### src/rtl/add_arbiter.sv
// rtl/add_arbiter.sv - round-robin arbiter and two-stage sequencer sharing one 32-bit adder
module add_arbiter #(
    parameter int NUM_REQ = 4,
    parameter int IDW     = (NUM_REQ > 1) ? $clog2(NUM_REQ) : 1
) (
    input  logic                   clk_i,
    input  logic                   rst_i,
    input  logic [NUM_REQ-1:0]     req_i,
    input  logic [NUM_REQ*32-1:0]  op_a_i,
    input  logic [NUM_REQ*32-1:0]  op_b_i,
    output logic [NUM_REQ-1:0]     grant_o,
    output logic [31:0]            add_in1_o,
    output logic [31:0]            add_in2_o,
    input  logic [31:0]            add_sum_i,
    input  logic                   add_carry_i,
    output logic                   res_valid_o,
    input  logic                   res_ready_i,
    output logic [31:0]            res_sum_o,
    output logic                   res_carry_o,
    output logic [IDW-1:0]         res_id_o,
    output logic [31:0]            issue_count_o
);

    logic [NUM_REQ-1:0] grant_q, grant_d, eligible;
    logic [31:0]        add_in1_q, add_in1_d, add_in2_q, add_in2_d;
    logic [31:0]        res_sum_q, res_sum_d, issue_count_q, issue_count_d;
    logic               s1_valid_q, s1_valid_d, res_valid_q, res_valid_d;
    logic               res_carry_q, res_carry_d;
    logic [IDW-1:0]     s1_id_q, s1_id_d, res_id_q, res_id_d, ptr_q, ptr_d;
    logic               advance1, advance2, found;
    logic [IDW-1:0]     win, idx;
    logic [31:0]        win_a, win_b;

    assign advance2 = !res_valid_q || res_ready_i;
    assign advance1 = !s1_valid_q || advance2;
    // The requester granted this cycle is masked so a late-dropped req cannot issue twice.
    assign eligible = req_i & ~grant_q;

    always_comb begin
        found = 1'b0;
        win   = '0;
        idx   = '0;
        for (int k = 1; k <= NUM_REQ; k++) begin
            idx = IDW'((int'(ptr_q) + k) % NUM_REQ);
            if (!found && eligible[idx]) begin
                found = 1'b1;
                win   = idx;
            end
        end
    end

    always_comb begin
        win_a = '0;
        win_b = '0;
        for (int i = 0; i < NUM_REQ; i++) begin
            if (IDW'(i) == win) begin
                win_a = op_a_i[i*32 +: 32];
                win_b = op_b_i[i*32 +: 32];
            end
        end
    end

    always_comb begin
        grant_d       = '0;
        add_in1_d     = add_in1_q;
        add_in2_d     = add_in2_q;
        s1_valid_d    = s1_valid_q;
        s1_id_d       = s1_id_q;
        ptr_d         = ptr_q;
        issue_count_d = issue_count_q;
        res_valid_d   = res_valid_q;
        res_sum_d     = res_sum_q;
        res_carry_d   = res_carry_q;
        res_id_d      = res_id_q;
        if (advance1) begin
            if (found) begin
                add_in1_d     = win_a;
                add_in2_d     = win_b;
                s1_valid_d    = 1'b1;
                s1_id_d       = win;
                grant_d       = {{(NUM_REQ-1){1'b0}}, 1'b1} << win;
                ptr_d         = win;
                issue_count_d = issue_count_q + 32'd1;
            end else begin
                s1_valid_d = 1'b0;
            end
        end
        if (advance2) begin
            res_valid_d = s1_valid_q;
            if (s1_valid_q) begin
                res_sum_d   = add_sum_i;
                res_carry_d = add_carry_i;
                res_id_d    = s1_id_q;
            end
        end
    end

    always_ff @(posedge clk_i or posedge rst_i) begin
        if (rst_i) begin
            grant_q       <= '0;
            add_in1_q     <= '0;
            add_in2_q     <= '0;
            s1_valid_q    <= 1'b0;
            s1_id_q       <= '0;
            ptr_q         <= IDW'(NUM_REQ - 1);
            issue_count_q <= '0;
            res_valid_q   <= 1'b0;
            res_sum_q     <= '0;
            res_carry_q   <= 1'b0;
            res_id_q      <= '0;
        end else begin
            grant_q       <= grant_d;
            add_in1_q     <= add_in1_d;
            add_in2_q     <= add_in2_d;
            s1_valid_q    <= s1_valid_d;
            s1_id_q       <= s1_id_d;
            ptr_q         <= ptr_d;
            issue_count_q <= issue_count_d;
            res_valid_q   <= res_valid_d;
            res_sum_q     <= res_sum_d;
            res_carry_q   <= res_carry_d;
            res_id_q      <= res_id_d;
        end
    end

    assign grant_o       = grant_q;
    assign add_in1_o     = add_in1_q;
    assign add_in2_o     = add_in2_q;
    assign res_valid_o   = res_valid_q;
    assign res_sum_o     = res_sum_q;
    assign res_carry_o   = res_carry_q;
    assign res_id_o      = res_id_q;
    assign issue_count_o = issue_count_q;

endmodule

### config.mk
export PLATFORM = sky130hd
export DESIGN_NAME = add_arbiter
export DESIGN_NICKNAME = d
export VERILOG_FILES = /design/src/rtl/add_arbiter.sv
export SDC_FILE = /design/constraint.sdc
export NUM_CORES = 1
export LEC_CHECK = 0
export ABC_CLOCK_PERIOD_IN_PS = 3800
export CAP_MARGIN = 0
export CORE_AREA = 3 3 167 169
export DETAILED_ROUTE_END_ITERATION = 16
export DIE_AREA = 0 0 170 172
export GPL_ROUTABILITY_DRIVEN = 0
export GPL_TIMING_DRIVEN = 1
export PLACE_DENSITY = 0.6
export SYNTH_ARGS = -nofsm -noshare
export SYNTH_HDL_FRONTEND = slang
export SYNTH_SLANG_ARGS = --single-unit
### constraint.sdc
create_clock -name clk_i -period 3.8 [get_ports clk_i]
set_input_delay 0.38 -clock clk_i [delete_from_list [all_inputs] [get_ports clk_i]]
set_output_delay 0.38 -clock clk_i [all_outputs]
set_load 0.1 [all_outputs]
### Word level (Yosys, flattened, before mapping)

Cells that the tools add are included.

* register bits after elaboration: 141
* input bits: 296
* output and inout bits: 136
* word-level logic and storage cells: 66

* $add $sub $neg: 5
* $lt $le $gt $ge: 4
* eq/ne operators: 3
* shift-type cells: 1
* multiplexer cells: 27
* bitwise logic cells: 2
* reduce and logical (&&, ||, !) cells: 13

Operators by type and width (number)
* $mux 32: 8
* $add 32x1->32 const B: 1
* $lt 2x3->1 const B: 4
* $mux 1: 9
* $bmux 1 s2: 4
* $mux 2: 4
* $mux 4: 2
* $logic_not 1->1: 5
* $add 2x1->2 const B: 2
* $add 2x2->2 const B: 2
* $and 4x4->4: 1
* $eq 2x2->1 const A: 2
* $not 4->4: 1
* $reduce_and 2->1: 2
* $shl 1x2->4 const A: 1
* $logic_and 1x1->1: 3
* $eq 1x2->1 const A: 1
* $logic_not 2->1: 1
* $logic_or 1x1->1: 2

### Logic depth before layout (Yosys ltp)

Gate-level depths: netlist of run 1.

* word-level depth: 19
* gate-level depth with buffers: 8
* gate-level depth less buffers: 5

### Least setup slack after synthesis of run 1

Ideal clock, no wire load.

* path kind: register to register
* from: register issue_count_q[3] (netlist: issue_count_o[3])
* to: register issue_count_q[27] (netlist: issue_count_o[27])
* library setup time: 0.158 ns
* arrival: 2.478 ns
* data required time: 3.642 ns
* path slack: 1.164 ns
* stages on the path, launching flop included: 6
* path buffers: 0
* period minus slack after synthesis: 2.636 ns
* path through: dfrtp_1 nand4_1 nor4_2 nor3b_2 nand4_1 xnor2_1

* word-level cells in the longest chain between the ends: 1

Ends and longest elaborated chain
* start: declaration: line 26 `logic [31:0] res_sum_q, res_sum_d, issue_count_q, issue_count_d;`
* start signal: assignment: line 118 `issue_count_q <= issue_count_d;`
* $add 32x1->32: line 83 `issue_count_d = issue_count_q + 32'd1;`

No other way between the ends.
A chain may end at the register's enable or synchronous reset.

### Worst setup path in the final report of run 1

* from: register grant_q[1] (netlist: grant_o[1])
* to: register add_in2_q[10] (netlist: add_in2_o[10])

* word-level cells in the longest chain between the ends: 19
* elaborated cells between the ends (all ways): 33
* classes of those cells: 3 x eq/ne; 20 x mux; 2 x bitwise; 8 x reduce/logical

Ends and longest elaborated chain
* start: declaration: line 24 `logic [NUM_REQ-1:0] grant_q, grant_d, eligible;`
* start signal: assignment: line 112 `grant_q <= grant_d;`
* $not 4->4 (*): line 37 `assign eligible = req_i & ~grant_q;`
* $and 4x4->4 (*): line 37
* $bmux 1 s2: line 45 `if (!found && eligible[idx]) begin`
* $mux 1 (not written as such): line 45
* $mux 1: line 45
* $logic_not 1->1: line 45
* $logic_and 1x1->1: line 45
* $mux 1: line 45
* $logic_not 1->1: line 45
* $logic_and 1x1->1: line 45
* $mux 1: line 45
* $logic_not 1->1: line 45
* $logic_and 1x1->1: line 45
* $mux 2: line 45
* $logic_not 2->1: line 56 `if (IDW'(i) == win) begin`
* $mux 32 (4 in series): line 56
* end signal: assignment: line 114 `add_in2_q <= add_in2_d;`
* end: declaration: line 25 `logic [31:0] add_in1_q, add_in1_d, add_in2_q, add_in2_d;`

Mark *: on every way between the ends. The rest lies on a longest branch, timed or not. The select of a mux whose other input is x is not followed.

==> results of run 1 <==
-- worst register-to-register path, delay by kind of cell, from the launching register on --
| kind | cells | cell delay (ns) |
|---|---|---|
| AND/OR/NAND/NOR | 2 | 1.28 |
| AO/OA/AOI/OAI | 3 | 0.64 |
| flip-flops | 1 | 0.41 |
-- metrics by stage --
| step | cells | hold slack, ns | util [%] | worst slack [ns] | instance area [µm²] |
|---|---|---|---|---|---|
| floorplan | 615 | 0.449 | - | 1.16 | 7110 |
| global placement | 1361 | 0.462 | 44.3 | 0.869 | 11900 |
| detailed placement | 1361 | 0.468 | 44.3 | 0.807 | 11900 |
| CTS | 1392 | 0.477 | 46.7 | 1.25 | 12500 |
| global route | 1393 | 0.497 | 46.7 | 1.12 | 12500 |
| finish | 1394 | 0.469 | 46.7 | 1.29 | 12500 |
-- routing by layer --
layer / GRT usage (%) / routed length (µm) / vias to the layer above
li1: - / - / 3142
met1: 20.6 / 10500 / 3186
met2: 30.3 / 13600 / 276
met3: 5.03 / 1950 / 48
met4: 7.23 / 922 / 2
met5: 0 / 9 / -
-- logic make-up (layout without fill, tap and decap cells) --
kind of cell,count (synthesis),in the layout,share of synthesized area (%)
AO/OA/AOI/OAI,83,83,9.81
other,0,2,0
buffers and inverters,44,480,2.94
AND/OR/NAND/NOR,156,156,10.5
adder cells (fa/ha/maj),1,1,0.176
XOR/XNOR,31,31,3.82
flip-flops,141,141,49.7
multiplexers,159,159,23.0
-- final cells by class --
cell class | count | area [µm²]
Tap cell | 341 | 427
Inverter | 4 | 18.8
Fill cell | 2536 | 14200
Antenna cell | 2 | 5.00
Sequential cell | 141 | 3530
Clock inverter | 13 | 191
Clock buffer | 18 | 429
Multi-Input combinational cell | 430 | 3410
Timing Repair Buffer | 445 | 4470
-- registers in the layout (all words and copies together), names as in the netlist --
register       flops
res_valid_o        1
add_in2_o         32
res_carry_o        1
s1_valid_q         1
s1_id_q            2
res_id_o           2
res_sum_o         32
grant_o            4
issue_count_o     32
add_in1_o         32
ptr_q              2
-- layout by cell type (no fill, tap or decap), types with 3 or more instances in the layout --
master	netlist	final
bufinv_16	0	4
dfrtp_1	139	139
a221oi_1	14	14
and4_1	4	4
clkdlybuf4s50_1	0	431
nand2b_1	6	6
buf_4	1	10
a311oi_1	4	4
o221ai_1	46	46
clkbuf_16	0	17
nor3_1	7	7
inv_1	4	3
mux2i_1	124	124
and3_1	10	10
buf_12	0	4
nor2_1	36	36
mux2_2	35	35
nand3_1	9	9
nand2_1	61	61
o21ai_0	5	5
nor2b_1	3	3
xnor2_1	22	22
xor2_1	9	9
clkinv_4	0	3
nand4_1	8	8
clkinvlp_4	0	3
a21boi_0	4	4
-- worst max path at each step --
stage	depth (start not counted)	to	startpoint	slack, ns
CTS	4	add_in2_o[1]	grant_o[1]	1.25
detailed placement	5	add_in2_o[1]	res_ready_i	0.81
global placement	5	add_in1_o[27]	res_ready_i	0.87
global route	5	add_in2_o[13]	grant_o[1]	1.12
finish	5	add_in2_o[10]	grant_o[1]	1.29
floorplan	5	issue_count_o[27]	issue_count_o[3]	1.16
-- where the power goes --
group | internal (mW) | total (mW) | switching, mW
logic | 2.01 | 6.93 | 4.93
clock network | 1.10 | 1.79 | 0.689
registers | 2.00 | 2.32 | 0.325
total | 5.11 | 11.0 | 5.94
==> flow_summary_export.csv, run 1 <==
group,metric,value,unit
status,status,"complete, no violations",
timing,finClkSkew,0.0139,ns
global_routing,grt_max_degree,142,
yosys,yosysMostFrequentCell,"dfrtp_1",
timing,hold_violations,0,
worst_setup_path,timing.rr.end,"add_in2_o[10]",
min_path,hp-start,"issue_count_o[31]",
yosys,avgSynthCellArea,11.6,µm²
floorplan,coreArea,0.0267,mm²
yosys,synth-edff-count,0,
cells_and_area,nNetsFinal,1336,
floorplan,die_y,172,µm
routing,dr.pass1.iters,4,
cts,clk_pin_slew,0.06,ns
cts,cts_made_buffers,17,
yosys,synth-seq-cells,141,
floorplan,fp.dieW,170,µm
power_and_ir_drop,fin_total_pwr,11.0,mW
cts,clock-sinks,141,
yosys,synth_nets,912,
timing,fin_crit,2.51,ns
power_and_ir_drop,ir_drop,0.000423,V
min_path,worstHoldEndpoint,"issue_count_o[31]",
timing,finalCritPeriodShare,66.0,%
routing,vias_per_cell,4.77,
timing,max_slew_margin,6.72,%
floorplan,rows,60,
routing,vias,6654,
global_routing,grt_pass1_wl,39200,µm
floorplan,start_util,26.6,%
worst_setup_path,ff2ff_setup_slack,1.29,ns
worst_setup_path,r2r-start,"grant_o[1]",
min_path,hp-class,"reg -> reg",
yosys,synthFlopType,"dfrtp_1",
global_routing,grt_usage,17.5,%
floorplan,io_pins,432,
routing,drc,0,
worst_setup_path,cp-start-kind,"flop",
timing,rsz0062_at_grt,"false",
worst_setup_path,path_class,"reg -> reg",
yosys,synth_top_area_cell,"dfrtp_1",
floorplan,die_area,0.0292,mm²
global_routing,grt_pass1_vias,6755,
timing,finalSetupViolCount,0,
yosys,synthCells,615,
min_path,min_path_cells,1,
worst_setup_path,crit_chain,"nand2b_1 -> o21ai_1 -> o21ai_0 -> nor2_1 -> a221oi_1",
yosys,ys.warnings.count,0,
yosys,yosysSeqAreaShare,49.7,%
power_and_ir_drop,power_leakage,5.20,nW
cts,insertion_delay,0.42,ns
timing,worst_slew_pin_slew,1.39,ns
cts,cts_tree,"yes",
cts,cts_setup_buffers,0,
yosys,synth_area,0.00711,mm²
yosys,synth_top_area_share,49.0,%
cts,htreeDepth,4,
worst_setup_path,critPathRequiredTime,4.02,ns
yosys,ys_top_cells_by_area,"dfrtp_1 49%, mux2i_1 17%, o221ai_1 5.7%, mux2_2 5.5%, nand2_1 3.2%",
cts,post_cts_resized,0,
cts,clockBufferDepth,2,
place,portBuffers,431,
worst_setup_path,slowest_stage,"nor2_1",
place,dp_hpwl,20500,µm
yosys,synth_common_cells,"139 x dfrtp_1, 124 x mux2i_1, 61 x nand2_1, 46 x o221ai_1, 36 x nor2_1",
routing,finalWirelength,27000,µm
timing,fmax,399,MHz
worst_setup_path,r2r_cells,5,
worst_setup_path,critPathMaxStageDelay,1.04,ns
timing,slew_viol_final,0,
global_routing,antenna_found_initial,2,
flow_run,drv_cap,0,
cells_and_area,drive_above_1_share,8.66,%
global_routing,grt-ovfl-total,0,
worst_setup_path,cp_top_family,"simple AND/OR/NAND/NOR gates",
yosys,ys_types,46,
cells_and_area,area_growth,75.6,%
cts,root_buffer,"clkbuf_16",
worst_setup_path,cp.buffers_inverters,0,
worst_setup_path,critical_path.max_fanout,16,
worst_setup_path,end_kind,"flop",
cts,hold_buffers,0,
routing,wl_per_cell,19.4,µm
timing,fin_setup_tns,0,ns
yosys,synthArstFlopShare,100,%
power_and_ir_drop,power.density,886,mW/mm²
routing,ant_nets,0,
worst_setup_path,worstPathArrival,2.73,ns
routing,drt_iter0_drc,376,
(Power assumes the default switching activity.)
==> run 2: changes to the inputs <==
==> config.mk (replaced) <==
export PLATFORM = sky130hd
export DESIGN_NAME = add_arbiter
export DESIGN_NICKNAME = d
export VERILOG_FILES = /design/src/rtl/add_arbiter.sv
export SDC_FILE = /design/constraint.sdc
export NUM_CORES = 1
export LEC_CHECK = 0
export ABC_CLOCK_PERIOD_IN_PS = 2590
export CAP_MARGIN = 0
export CORE_AREA = 3 3 168 170
export DETAILED_ROUTE_END_ITERATION = 16
export DIE_AREA = 0 0 171 173
export GPL_ROUTABILITY_DRIVEN = 0
export GPL_TIMING_DRIVEN = 1
export PLACE_DENSITY = 0.57
export SYNTH_ARGS = -nofsm -noshare
export SYNTH_HDL_FRONTEND = slang
export SYNTH_SLANG_ARGS = --single-unit
==> constraint.sdc (replaced) <==
create_clock -name clk_i -period 2.59 [get_ports clk_i]
set_input_delay 0.259 -clock clk_i [delete_from_list [all_inputs] [get_ports clk_i]]
set_output_delay 0.259 -clock clk_i [all_outputs]
set_load 0.1 [all_outputs]
==> run 2 against run 1 <==
Via count up 0.17%. Clock-buffer cell count up 1. First-iteration DRC count fell by 14%. Combinational power increased by 50%. Hold slack worse by 0.15 ns. Worst setup slack worse by 1.0 ns.
==> flow_summary_export.csv, run 2 (synthesis results as in run 1) <==
group,metric,value,unit
cts,clock-sinks,141,
cells_and_area,multi_input_area,0.00341,mm²
routing,vias_per_cell,4.71,
place,dp_hpwl,21800,µm
cells_and_area,drive_above_1_share,23.4,%
routing,wl_per_cell,19.5,µm
worst_setup_path,path_class,"reg -> reg",
timing,fin_crit,2.32,ns
worst_setup_path,end_kind,"flop",
routing,ant_nets,0,
timing,max_slew_margin,50.7,%
routing,dr.pass1.iters,4,
global_routing,grt_pass1_wl,41000,µm
timing,fmax,431,MHz
cells_and_area,instances_no_fill,1415,
timing,hold_violations,0,
power_and_ir_drop,ir_drop,0.000713,V
routing,vias,6665,
floorplan,die_area,0.0296,mm²
status,status,"complete, no violations",
global_routing,grt_usage,18.1,%
cts,htreeDepth,4,
timing,finalSetupViolCount,0,
global_routing,grt-ovfl-total,0,
worst_setup_path,cp-start-kind,"flop",
worst_setup_path,ff2ff_setup_slack,0.27,ns
min_path,hp-class,"in -> async",
global_routing,antenna_found_initial,3,
cells_and_area,nNetsFinal,1356,
routing,finalWirelength,27600,µm
timing,fin_ws,0.268,ns
power_and_ir_drop,power.density,1310,mW/mm²
timing,worst_slew_pin_slew,0.738,ns
cts,cts_tree,"yes",
floorplan,die_y,173,µm
timing,rsz0062_at_grt,"false",
timing,holdWs,0.320,ns
global_routing,grt_max_degree,47,
cts,cts_made_buffers,17,
place,dp.cells,1381,
power_and_ir_drop,fin_total_pwr,16.3,mW
timing,finalCritPeriodShare,89.6,%
timing,fin_setup_tns,0,ns
cts,clockBufferDepth,2,
routing,drt_iter0_drc,323,
floorplan,start_util,26.4,%
cts,hold_buffers,0,
cts,clk_pin_slew,0.06,ns
place,portBuffers,431,
cts,insertion_delay,0.42,ns
cts,post_cts_resized,0,
place,pre_cts_ws,0.0745,ns
cts,root_buffer,"clkbuf_16",
floorplan,io_pins,432,
timing,finClkSkew,0.0191,ns
routing,drc,0,
flow_run,drv_cap,0,
cells_and_area,final_common_cell,"clkdlybuf4s50_1",
floorplan,coreArea,0.0269,mm²
cells_and_area,mostFrequentLayoutCells,"295 x clkdlybuf4s50_1, 154 x buf_4, 137 x dfrtp_1",
floorplan,fp.dieW,171,µm
worst_setup_path,critPathRequiredTime,2.89,ns
timing,slew_viol_final,0,
floorplan,rows,60,
cts,cts_setup_buffers,0,
worst_setup_path,worstPathArrival,2.62,ns
worst_setup_path,critical_path.max_fanout,13,
power_and_ir_drop,power_leakage,5.51,nW
cells_and_area,fillers,2546,
global_routing,grt_pass1_vias,7034,
cells_and_area,area_growth,74.8,%
cells_and_area,seq_area,0.00353,mm²
[run 2: changes by cell type in the layout (fill, tap and decap cells not counted), moves of 2 or more]
cell / previous run / this run
inv_6: 1 / 3
bufinv_16: 4 / 1
clkdlybuf4s50_1: 431 / 295
clkbuf_8: 0 / 2
buf_12: 4 / 16
buf_4: 10 / 154
dfrtp_2: 0 / 2
clkinv_2: 2 / 0
dfrtp_1: 139 / 137
inv_8: 1 / 3
[run 2: stage by stage]
stage	area, µm²	util, %
global route	12400	46.2
detailed placement	11800	44.0
CTS	12400	46.2
global placement	11800	44.0
floorplan	7110	-
finish	12400	46.2
[run 2: path summary, 6_finish.rpt]
check                                  startpoint                 to  cells past startpoint
worst max-delay path                     ptr_q[1]      add_in2_o[13]                      8
worst min-delay path                        rst_i  issue_count_o[17]                      2
worst max register to register           ptr_q[1]      add_in2_o[13]                      8
worst min register to register  issue_count_o[31]  issue_count_o[31]                      1
max in group asynchronous                   rst_i           ptr_q[1]                      3
min in group clk_i                  add_sum_i[22]      res_sum_o[22]                      2
[run 2: critical path, cell delays in order (launching register included)]
cell      delay (ns)
dfstp_2         0.59
nand3b_1        0.12
a311oi_2        0.32
buf_4           0.25
nand2_8         0.14
buf_12          0.19
buf_12          0.15
mux2i_1         0.12
a221oi_1        0.32
[run 2: cell type report]
type | instances | area share [%]
repair buffers | 465 | 35.7
flip-flops and latches | 141 | 28.5
multi-input cells | 430 | 27.4
clock buffers | 19 | 3.65
well taps | 341 | 3.44
clock inverters | 13 | 1.19
inverters | 4 | 0.151
diodes | 2 | 0.0403
[run 2: layer usage]
metal | share of wire, % | wire, µm | vias to the layer above | track usage [%]
met4 | 2.0 | 565 | 2 | 5.60
met1 | 38 | 10500 | 3174 | 20.4
met3 | 8.6 | 2370 | 38 | 6.24
met5 | 0.025 | 7 | - | 0
met2 | 51 | 14200 | 268 | 31.9
li1 | - | - | 3183 | -
[run 2: where the power goes]
group,switching [mW],total [mW],internal [mW]
combinational,7.32,10.4,3.06
clock,1.07,2.49,1.42
sequential,0.486,3.42,2.93
==> run 3: changes to the inputs <==
--- a/config.mk
+++ b/config.mk
@@ -7,12 +7,12 @@
 export LEC_CHECK = 0
 export ABC_CLOCK_PERIOD_IN_PS = 2590
 export CAP_MARGIN = 0
-export CORE_AREA = 3 3 168 170
+export CORE_AREA = 4 4 164 166
 export DETAILED_ROUTE_END_ITERATION = 16
-export DIE_AREA = 0 0 171 173
+export DIE_AREA = 0 0 168 170
 export GPL_ROUTABILITY_DRIVEN = 0
 export GPL_TIMING_DRIVEN = 1
-export PLACE_DENSITY = 0.57
+export PLACE_DENSITY = 0.6
 export SYNTH_ARGS = -nofsm -noshare
 export SYNTH_HDL_FRONTEND = slang
 export SYNTH_SLANG_ARGS = --single-unit
==> run 3 against run 2 <==
Clock skew fell by 0.0018 ns. Critical endpoint is now add_in1_o[6]. Die area fell by 3.5%. Register-to-register slack barely moved. Maximum frequency barely moved. Via count rose by 0.75%.
==> flow_summary_export.csv, run 3 (synthesis results as in run 1) <==
group,metric,value,unit
timing,worst_slew_pin_slew,0.760,ns
power_and_ir_drop,power_leakage,5.45,nW
cells_and_area,seq_area,0.00353,mm²
global_routing,grt_pass1_vias,7012,
cells_and_area,area_growth,73.0,%
worst_setup_path,cp-start-kind,"flop",
routing,drt_iter0_drc,276,
routing,ant_nets,0,
timing,holdWs,0.351,ns
worst_setup_path,r2r_cells,7,
global_routing,antenna_found_initial,2,
global_routing,grt_max_degree,86,
worst_setup_path,timing.rr.end,"add_in1_o[6]",
timing,finClkSkew,0.0172,ns
routing,finalWirelength,27400,µm
worst_setup_path,ff2ff_setup_slack,0.27,ns
global_routing,grt_pass1_wl,41000,µm
cts,cts_made_buffers,17,
cts,htreeDepth,4,
floorplan,fp.dieW,168,µm
power_and_ir_drop,internal_power,7.19,mW
cells_and_area,nNetsFinal,1350,
floorplan,coreArea,0.0256,mm²
cts,clk_pin_slew,0.06,ns
timing,max_slew_margin,49.3,%
cells_and_area,mostFrequentLayoutCells,"295 x clkdlybuf4s50_1, 155 x buf_4, 137 x dfrtp_1",
global_routing,grt-ovfl-total,0,
cells_and_area,multi_input_area,0.00342,mm²
timing,finalSetupViolCount,0,
routing,dr.pass1.iters,4,
cells_and_area,final_common_cell,"clkdlybuf4s50_1",
cts,clock-sinks,141,
timing,slew_viol_final,0,
cts,hold_buffers,0,
routing,vias,6715,
place,portBuffers,431,
timing,fmax,431,MHz
flow_run,drv_cap,0,
floorplan,die_y,170,µm
global_routing,grt_usage,18.3,%
cts,cts_tree,"yes",
cts,root_buffer,"clkbuf_16",
worst_setup_path,path_class,"reg -> reg",
cts,clockBufferDepth,2,
floorplan,die_area,0.0286,mm²
routing,vias_per_cell,4.79,
power_and_ir_drop,ir_drop,0.000916,V
timing,hold_violations,0,
power_and_ir_drop,power_frac_clock,15.7,%
power_and_ir_drop,netSwitchingFraction,55.3,%
min_path,hp-class,"in -> async",
worst_setup_path,r2r-start,"ptr_q[1]",
timing,rsz0062_at_grt,"false",
cts,insertion_delay,0.42,ns
place,dp_hpwl,21100,µm
cells_and_area,instances_no_fill,1403,
power_and_ir_drop,power.switching,8.88,mW
place,dp.cells,1367,
cells_and_area,final_core_util,48.0,%
worst_setup_path,critPathRequiredTime,2.86,ns
floorplan,rows,59,
power_and_ir_drop,power.density,1310,mW/mm²
cells_and_area,fillers,2445,
power_and_ir_drop,seq_power_share,21.3,%
floorplan,io_pins,432,
worst_setup_path,end_kind,"flop",
worst_setup_path,critical_path.max_fanout,28,
cells_and_area,drive_above_1_share,23.0,%
power_and_ir_drop,fin_total_pwr,16.1,mW
status,status,"complete, no violations",
power_and_ir_drop,pwr-share-comb,63.0,%
timing,finalCritPeriodShare,89.6,%
timing,fin_crit,2.32,ns
routing,wl_per_cell,19.6,µm
floorplan,start_util,27.7,%
worst_setup_path,worstPathArrival,2.60,ns
routing,drc,0,
-- run 3: cell count changes in the layout (fill, tap and decap cells not counted), moves of 2 or more --
cell | before | now
buf_12 | 16 | 9
clkinv_4 | 3 | 1
clkbuf_8 | 2 | 0
clkinv_8 | 1 | 3
-- run 3: what timing repair did --
action / CTS / global route
hold endpoints to repair: 0 / 0
endpoints found under the setup margin: 54 / 23
gates resized for setup: 1 / 0
pin swaps: 0 / 1
setup buffers: 0 / 2
-- run 3: layout make-up --
type,count,share of cell area [%]
multi-input cells,430,27.8
clock inverters,15,1.46
clock buffers,17,3.46
well taps,335,3.41
repair buffers,459,34.9
flip-flops and latches,141,28.7
diodes,2,0.0407
inverters,4,0.153
-- run 3: how the worst max path moves through the flow --
| stage | start | end | slack (ns) | cells past startpoint |
|---|---|---|---|---|
| after floorplan | issue_count_o[5] | issue_count_o[27] | 0.01 | 5 |
| after global placement | req_i[0] | add_in2_o[10] | -0.24 | 7 |
| after detailed placement | req_i[0] | add_in2_o[10] | -0.29 | 7 |
| after CTS | ptr_q[1] | add_in2_o[13] | 0.04 | 6 |
| after global routing | ptr_q[1] | add_in1_o[9] | 0.16 | 7 |
| final | ptr_q[1] | add_in1_o[6] | 0.27 | 7 |
-- run 3: metrics by stage --
step                setup slack (ns)  TNS (ns)  area [µm²]
detailed placement            -0.293    -12.16       11700
global route                   0.159         0       12300
global placement              -0.243     -8.67       11700
finish                         0.269         0       12300
CTS                           0.0360         0       12300
floorplan                     0.0130         0        7110
-- run 3: routing by layer --
| layer | wire length (µm) | GRT usage (%) |
|---|---|---|
| met1 | 10500 | 21.7 |
| met2 | 14200 | 31.8 |
| met3 | 2360 | 6.43 |
| met4 | 423 | 5.12 |
| met5 | 0 | 0 |
-- run 3: power by group through the flow --
stage               combinational (mW)  sequential, mW  clock (mW)
global route                      10.6            3.53        2.68
floorplan                         2.65            8.25           0
detailed placement                10.2            3.43           0
CTS                               10.2            3.43        2.61
finish                            10.1            3.42        2.52
global placement                  10.2            3.44           0
-- run 3: critical path: stages (launching register included) --
cell and delay [ns]:
dfstp_2 0.59, nor4bb_1 0.40, a311oi_4 0.08, buf_4 0.18
nand2_8 0.25, buf_12 0.27, mux2i_1 0.25, o221ai_1 0.15
